<file path="src/rtl/dnn_ctrl.sv">
// Sequencer for the 2-node dnn datapath: per-vector layer-1 pass with per-node ReLU accumulation,
// then a final pass and a result handshake. dnn_state encoding: 0 IDLE, 1 LAYER1, 2 FINAL_OUT.
module dnn_ctrl #(
    parameter int unsigned SAMPLES_PER_NODE = 4
) (
    input  logic               clk,
    input  logic               rst_n,
    input  logic               x_valid,
    output logic               x_ready,
    input  logic               x_node,
    input  logic signed [6:0]  x_in0,
    input  logic signed [6:0]  x_in1,
    input  logic signed [6:0]  x_in2,
    input  logic signed [6:0]  x_in3,
    input  logic               flush,
    output logic [1:0]         dnn_state,
    output logic signed [6:0]  x0,
    output logic signed [6:0]  x1,
    output logic signed [6:0]  x2,
    output logic signed [6:0]  x3,
    input  logic [12:0]        y4_relu,
    input  logic [12:0]        y5_relu,
    input  logic [12:0]        y6_relu,
    input  logic [12:0]        y7_relu,
    input  logic               out0_n0_ready,
    input  logic               out0_n1_ready,
    input  logic               out1_n0_ready,
    input  logic               out1_n1_ready,
    output logic signed [14:0] y4_n0_aggr,
    output logic signed [14:0] y5_n0_aggr,
    output logic signed [14:0] y6_n0_aggr,
    output logic signed [14:0] y7_n0_aggr,
    output logic signed [14:0] y4_n1_aggr,
    output logic signed [14:0] y5_n1_aggr,
    output logic signed [14:0] y6_n1_aggr,
    output logic signed [14:0] y7_n1_aggr,
    output logic               result_valid,
    input  logic               result_ready,
    output logic               busy
);

    localparam logic [1:0] DNN_IDLE      = 2'd0;
    localparam logic [1:0] DNN_LAYER1    = 2'd1;
    localparam logic [1:0] DNN_FINAL_OUT = 2'd2;

    localparam logic [2:0] S_IDLE  = 3'd0;
    localparam logic [2:0] S_L1    = 3'd1;
    localparam logic [2:0] S_CAPT  = 3'd2;
    localparam logic [2:0] S_FIN   = 3'd3;
    localparam logic [2:0] S_LATCH = 3'd4;
    localparam logic [2:0] S_DONE  = 3'd5;

    localparam logic [3:0]  SAMPLES  = 4'(SAMPLES_PER_NODE);
    localparam logic [14:0] AGGR_MAX = 15'd16383;

    // Aggregates are never negative, so the sum is done unsigned and clamped below the sign bit.
    function automatic logic [14:0] sat_add(input logic [14:0] acc, input logic [12:0] val);
        logic [15:0] sum_s;
        sum_s = {1'b0, acc} + {3'b000, val};
        if (sum_s > {1'b0, AGGR_MAX}) begin
            sat_add = AGGR_MAX;
        end else begin
            sat_add = sum_s[14:0];
        end
    endfunction

    function automatic logic [1:0] dnn_of(input logic [2:0] st);
        case (st)
            S_L1, S_CAPT: dnn_of = DNN_LAYER1;
            S_FIN:        dnn_of = DNN_FINAL_OUT;
            default:      dnn_of = DNN_IDLE;
        endcase
    endfunction

    logic [2:0]  state_r;
    logic [2:0]  state_nxt_s;
    logic        take_s;
    logic        node_r;
    logic [3:0]  cnt_r  [2];
    logic [6:0]  x_r    [4];
    logic [14:0] aggr_r [2][4];
    logic [12:0] relu_s [4];
    logic        out_all_s;

    assign relu_s[0] = y4_relu;
    assign relu_s[1] = y5_relu;
    assign relu_s[2] = y6_relu;
    assign relu_s[3] = y7_relu;
    assign out_all_s = out0_n0_ready & out0_n1_ready & out1_n0_ready & out1_n1_ready;

    assign x0 = x_r[0];
    assign x1 = x_r[1];
    assign x2 = x_r[2];
    assign x3 = x_r[3];
    assign y4_n0_aggr = aggr_r[0][0];
    assign y5_n0_aggr = aggr_r[0][1];
    assign y6_n0_aggr = aggr_r[0][2];
    assign y7_n0_aggr = aggr_r[0][3];
    assign y4_n1_aggr = aggr_r[1][0];
    assign y5_n1_aggr = aggr_r[1][1];
    assign y6_n1_aggr = aggr_r[1][2];
    assign y7_n1_aggr = aggr_r[1][3];

    // Upstream ready depends on the offered node's fill level, so it stays combinational.
    always_comb begin
        if (state_r == S_IDLE) begin
            x_ready = (cnt_r[x_node] < SAMPLES);
        end else begin
            x_ready = 1'b0;
        end
    end

    // Next-state logic; a transfer always wins over a flush or an automatic final pass.
    always_comb begin
        state_nxt_s = state_r;
        take_s      = 1'b0;
        case (state_r)
            S_IDLE: begin
                if (x_valid && x_ready) begin
                    state_nxt_s = S_L1;
                    take_s      = 1'b1;
                end else if (flush || (cnt_r[0] == SAMPLES && cnt_r[1] == SAMPLES)) begin
                    state_nxt_s = S_FIN;
                end else begin
                    state_nxt_s = S_IDLE;
                end
            end
            S_L1:    state_nxt_s = S_CAPT;
            S_CAPT:  state_nxt_s = S_IDLE;
            S_FIN:   state_nxt_s = S_LATCH;
            S_LATCH: begin
                if (out_all_s) begin
                    state_nxt_s = S_DONE;
                end else begin
                    state_nxt_s = S_LATCH;
                end
            end
            S_DONE: begin
                if (result_ready) begin
                    state_nxt_s = S_IDLE;
                end else begin
                    state_nxt_s = S_DONE;
                end
            end
            default: state_nxt_s = S_IDLE;
        endcase
    end

    // State, registered outputs, vector latch and per-node accumulation.
    always_ff @(posedge clk or negedge rst_n) begin
        if (!rst_n) begin
            state_r      <= S_IDLE;
            dnn_state    <= DNN_IDLE;
            busy         <= 1'b0;
            result_valid <= 1'b0;
            node_r       <= 1'b0;
            for (int n = 0; n < 2; n++) begin
                cnt_r[n] <= 4'd0;
                for (int k = 0; k < 4; k++) aggr_r[n][k] <= 15'd0;
            end
            for (int i = 0; i < 4; i++) x_r[i] <= 7'd0;
        end else begin
            state_r      <= state_nxt_s;
            dnn_state    <= dnn_of(state_nxt_s);
            busy         <= (state_nxt_s != S_IDLE);
            result_valid <= (state_nxt_s == S_DONE);
            if (take_s) begin
                x_r[0] <= x_in0;
                x_r[1] <= x_in1;
                x_r[2] <= x_in2;
                x_r[3] <= x_in3;
                node_r <= x_node;
            end
            if (state_r == S_CAPT) begin
                for (int k = 0; k < 4; k++) aggr_r[node_r][k] <= sat_add(aggr_r[node_r][k], relu_s[k]);
                cnt_r[node_r] <= cnt_r[node_r] + 4'd1;
            end else if (state_r == S_DONE && result_ready) begin
                for (int n = 0; n < 2; n++) begin
                    cnt_r[n] <= 4'd0;
                    for (int k = 0; k < 4; k++) aggr_r[n][k] <= 15'd0;
                end
            end
        end
    end

endmodule

</file>
<file path="config.mk">
export PLATFORM = sky130hd
export DESIGN_NAME = dnn_ctrl
export DESIGN_NICKNAME = d
export VERILOG_FILES = /design/src/rtl/dnn_ctrl.sv
export SDC_FILE = /design/constraint.sdc
export NUM_CORES = 1
export LEC_CHECK = 0
export ABC_CLOCK_PERIOD_IN_PS = 4200
export CORE_MARGIN = 3
export CORE_UTILIZATION = 50
export DETAILED_ROUTE_END_ITERATION = 10
export GPL_TIMING_DRIVEN = 0
export MAX_ROUTING_LAYER = met4
export PLACE_DENSITY = 0.82
export REMOVE_ABC_BUFFERS = 1
export SYNTH_ARGS = -nofsm -noshare
export SYNTH_HDL_FRONTEND = slang
export SYNTH_SLANG_ARGS = --single-unit
</file>
<file path="constraint.sdc">
create_clock -name clk -period 4.2 [get_ports clk]
set_input_delay 0.84 -clock clk [delete_from_list [all_inputs] [get_ports clk]]
set_output_delay 0.84 -clock clk [all_outputs]
set_load 0.05 [all_outputs]
</file>
==> summary.md <==
| Metric | Value |
|---|---|
| Outcome | `finished, final reports clean` |
| Number of cells on the worst reg-to-reg path | `11` |
| Routed wire per std cell | `18.6 um` |
| Worst Max-Slew Pin Slew | `1.27 ns` |
| Number of filler cells placed in the layout | `1477` |
| Critical Path Source | `node_r` |
| Antenna viol nets, final | `0` |
| Post-cts resize count | `0` |
| Element type at the critical path start | `register` |
| Area of the die | `21200 um2` |
| # diodes | `0` |
| Routability-driven placement congestion ratio | `0.910` |
| Post-synth ARST share | `100%` |
| Fraction of final layout cells sized beyond drive strength 1 | `12.3%` |
| DRC violations left | `0` |
| RSZ-0062 raised after global routing | `no` |
| Startpoint of the worst-slack reg-to-reg timing path | `node_r` |
| Number of I/O pins | `243` |
| Clock Skews | `0.0112 ns` |
| DRT Wirelength | `27200 um` |
| Cts-stage hold buffer count | `0` |
| Starting density of the core | `51.4%` |
| Data arrival at the endpoint of the critical path | `4.17 ns` |
| Top-area cell type share of the netlist area | `42.1%` |
| Clock-pin transition on the worst setup and hold timing paths | `0.07 ns` |
| Largest fanout on the critical path | `44` |
| Overflow left after global routing | `0` |
| Die W | `146 um` |
| Share of the cycle needed by the critical path after routing | `93.1%` |
| Final #Nets | `1338` |
| Min setup slack post-route | `0.289 ns` |
| Placeable core area | `19000 um2` |
| F_max | `256 MHz` |
| Number of placement rows | `50` |
| Number of buffers inserted by post-CTS setup repair | `0` |
| Slew margin rel. | `15.4%` |
| Classification of the worst-slack hold path | `in2async` |
| Clock buffer count from CTS | `17` |
| Largest cells by area after synthesis | `dfrtp_1 42%, mux2_2 10%, ha_1 6.8%` |
| Number of enable-type register cells in the synthesized netlist | `0` |
| Global-route wire length before repair | `44700 um` |
| Synthesized area | `9740 um2` |
| Gate count of the mapped netlist | `986` |
| Setup-violating endpoint count in the final report | `0` |
| Via count normalized by instance count | `5.87` |
| Seq/Total Area, Yosys | `42.1%` |
| Critical path endpoint category | `register` |
| Critical path capture point | `y4_n1_aggr[11]` |
| Via total after detailed routing | `8595` |
| Mapped Avg Cell Area | `9.88 um2` |
| Relative area change from synthesis to final layout | `33.7%` |
| Pin count of the biggest net entering global routing | `124` |
| Final Hold Fails | `0` |
| Number of DRC markers in iteration 0 | `572` |
| Capture point of the worst reg-to-reg path | `y4_n1_aggr[11]` |
| Dpl hpwl | `19300 um` |
| TritonCTS clock tree | `done` |
| Area leader, netlist | `dfrtp_1` |
| Min Tclk post-route | `3.91 ns` |
| Number of global-route vias before repair | `8572` |
| Total Routing Usage GR | `26.2%` |
| Number of antenna violations at the first check in global routing | `0` |
| Max-cap violations | `0` |
| Yosys warning count | `0` |
| Vertical extent of the die | `146 um` |
| Number of buffers inserted by port buffering | `242` |
| Type of the worst setup path | `reg2reg` |
| Required time reported for the critical path endpoint | `4.46 ns` |
| Final number of max-transition violations | `0` |
| Register-to-register setup slack | `0.29 ns` |
| Number of levels the H-tree was split into | `4` |
| Number of synthesized register bits | `164` |
| Bufs on Longest Clock Path | `2` |
| Worst skew pair latency | `0.42 ns` |
| Placement Setup Slack | `0.200 ns` |
| First-pass iteration count of the detailed router | `5` |
| Clock Sink Count | `164` |
| Clock Tree Root | `clkbuf_16` |
| Distinct cell type count of the synthesized netlist | `65` |
| Top FF cell, synth | `dfrtp_1` |
## critical path, stage by stage (launching register included)
cell	delay, ns
dfrtp_4	0.74
buf_16	0.30
mux2_2	0.37
ha_1	0.21
fa_1	0.41
a21o_1	0.23
a221oi_2	0.34
nor3_1	0.15
a22o_1	0.20
a211o_2	0.40
a41oi_1	0.25
o21ai_0	0.10
## cell usage in the layout (no fill, tap or decap), types with 3 or more instances in the layout
| cell | synthesis | final |
|---|---|---|
| xor2_1 | 14 | 14 |
| a31oi_1 | 24 | 24 |
| nand3_1 | 92 | 91 |
| inv_6 | 0 | 6 |
| o21ai_0 | 70 | 70 |
| nand2_1 | 65 | 64 |
| nor2b_1 | 3 | 3 |
| mux2_2 | 87 | 87 |
| and3_1 | 12 | 12 |
| ha_1 | 53 | 53 |
| xnor2_1 | 30 | 30 |
| a21o_1 | 15 | 15 |
| clkbuf_16 | 0 | 17 |
| a22o_1 | 3 | 3 |
| a221o_1 | 13 | 13 |
| nor2_1 | 48 | 48 |
| nand2b_1 | 3 | 3 |
| mux2i_1 | 13 | 13 |
| buf_12 | 0 | 3 |
| a211o_1 | 3 | 3 |
| inv_1 | 13 | 13 |
| nor3_1 | 11 | 10 |
| a21oi_1 | 81 | 81 |
| a211oi_1 | 9 | 9 |
| a22oi_1 | 4 | 4 |
| and2_1 | 7 | 6 |
| o21bai_1 | 4 | 4 |
| bufinv_16 | 0 | 3 |
| o21a_1 | 5 | 5 |
| clkdlybuf4s50_1 | 0 | 241 |
| fa_1 | 4 | 4 |
| o211ai_1 | 18 | 18 |
| o21ai_1 | 6 | 6 |
| nand4_1 | 8 | 8 |
| dfrtp_1 | 164 | 163 |
## final cells by class
cell class                 count  area (um2)  area share, %
multi-input combinational    746        5340           41.0
sequential                   164        4110           31.5
timing repair buffer         249        2570           19.7
clock buffer                  17         425           3.27
tap                          260         325           2.50
clock inverter                15         214           1.64
inverter                      13        48.8          0.375
## metal layers
layer / GRT usage [%] / vias to the layer above / part of all wire (%)
met1: 33.1 / 4203 / 44
met3: 4.64 / 36 / 5.0
met2: 43.4 / 293 / 49
li1: - / 4063 / -
met5: - / - / 0
met4: 7.98 / 0 / 2.2
## cell usage after synthesis (all sizes together) (11+ instances only)
cell	n
dfrtp	164
nand3	92
mux2	87
a21oi	82
o21ai	76
nand2	65
ha	53
nor2	48
clkbuf	45
xnor2	30
a31oi	25
o211ai	19
buf	18
a21o	17
xor2	14
a221o	13
and3	13
inv	13
mux2i	13
nor3	11
## worst min path at each step
| stage | from | to | depth (start not counted) |
|---|---|---|---|
| 5_1_grt | rst_n | y4_n0_aggr[5] | 1 |
| 3_5_place_dp | state_r[1] | state_r[0] | 1 |
| 4_1_cts | rst_n | y4_n0_aggr[5] | 1 |
| 2_1_floorplan | state_r[1] | state_r[0] | 1 |
| 6_report | rst_n | y4_n1_aggr[5] | 1 |
| 3_3_place_gp | state_r[1] | state_r[0] | 1 |
## cell families after synthesis
kind of cell    after synthesis  share of synthesized area [%]
compound gates              280                           18.5
simple gates                265                           13.0
flops                       164                           42.1
mux                         100                           11.4
buf+inv                      76                           3.44
fa+ha+maj                    57                           7.63
xor+xnor                     44                           3.95
## sequential cells by signal (all words and copies together) (netlist names)
| register | flops |
|---|---|
| y5_n1_aggr | 15 |
| y7_n1_aggr | 15 |
| result_valid | 1 |
| dnn_state | 2 |
| busy | 1 |
| x0 | 7 |
| x1 | 7 |
| y5_n0_aggr | 15 |
| cnt_r | 8 |
| state_r | 3 |
| y4_n1_aggr | 15 |
| node_r | 1 |
| y6_n1_aggr | 15 |
| x2 | 7 |
| y6_n0_aggr | 15 |
| y7_n0_aggr | 15 |
| x3 | 7 |
| y4_n0_aggr | 15 |
## metrics by stage
step	cell area, um2	util [%]	TNS [ns]	instances	hold slack, ns
final	13000	68.7	0	1464	0.293
after global routing	13000	68.7	0	1464	0.297
after CTS	13000	68.7	0	1464	0.284
after detailed placement	12400	65.3	0	1432	0.470
after global placement	12200	64.4	-993.80	1425	0.460
after floorplan	9460	-	-14.22	923	0.440
Power is left out: the tool's default activity adds up to more than one toggle a clock period on the data nets, which glitch-free logic cannot reach.
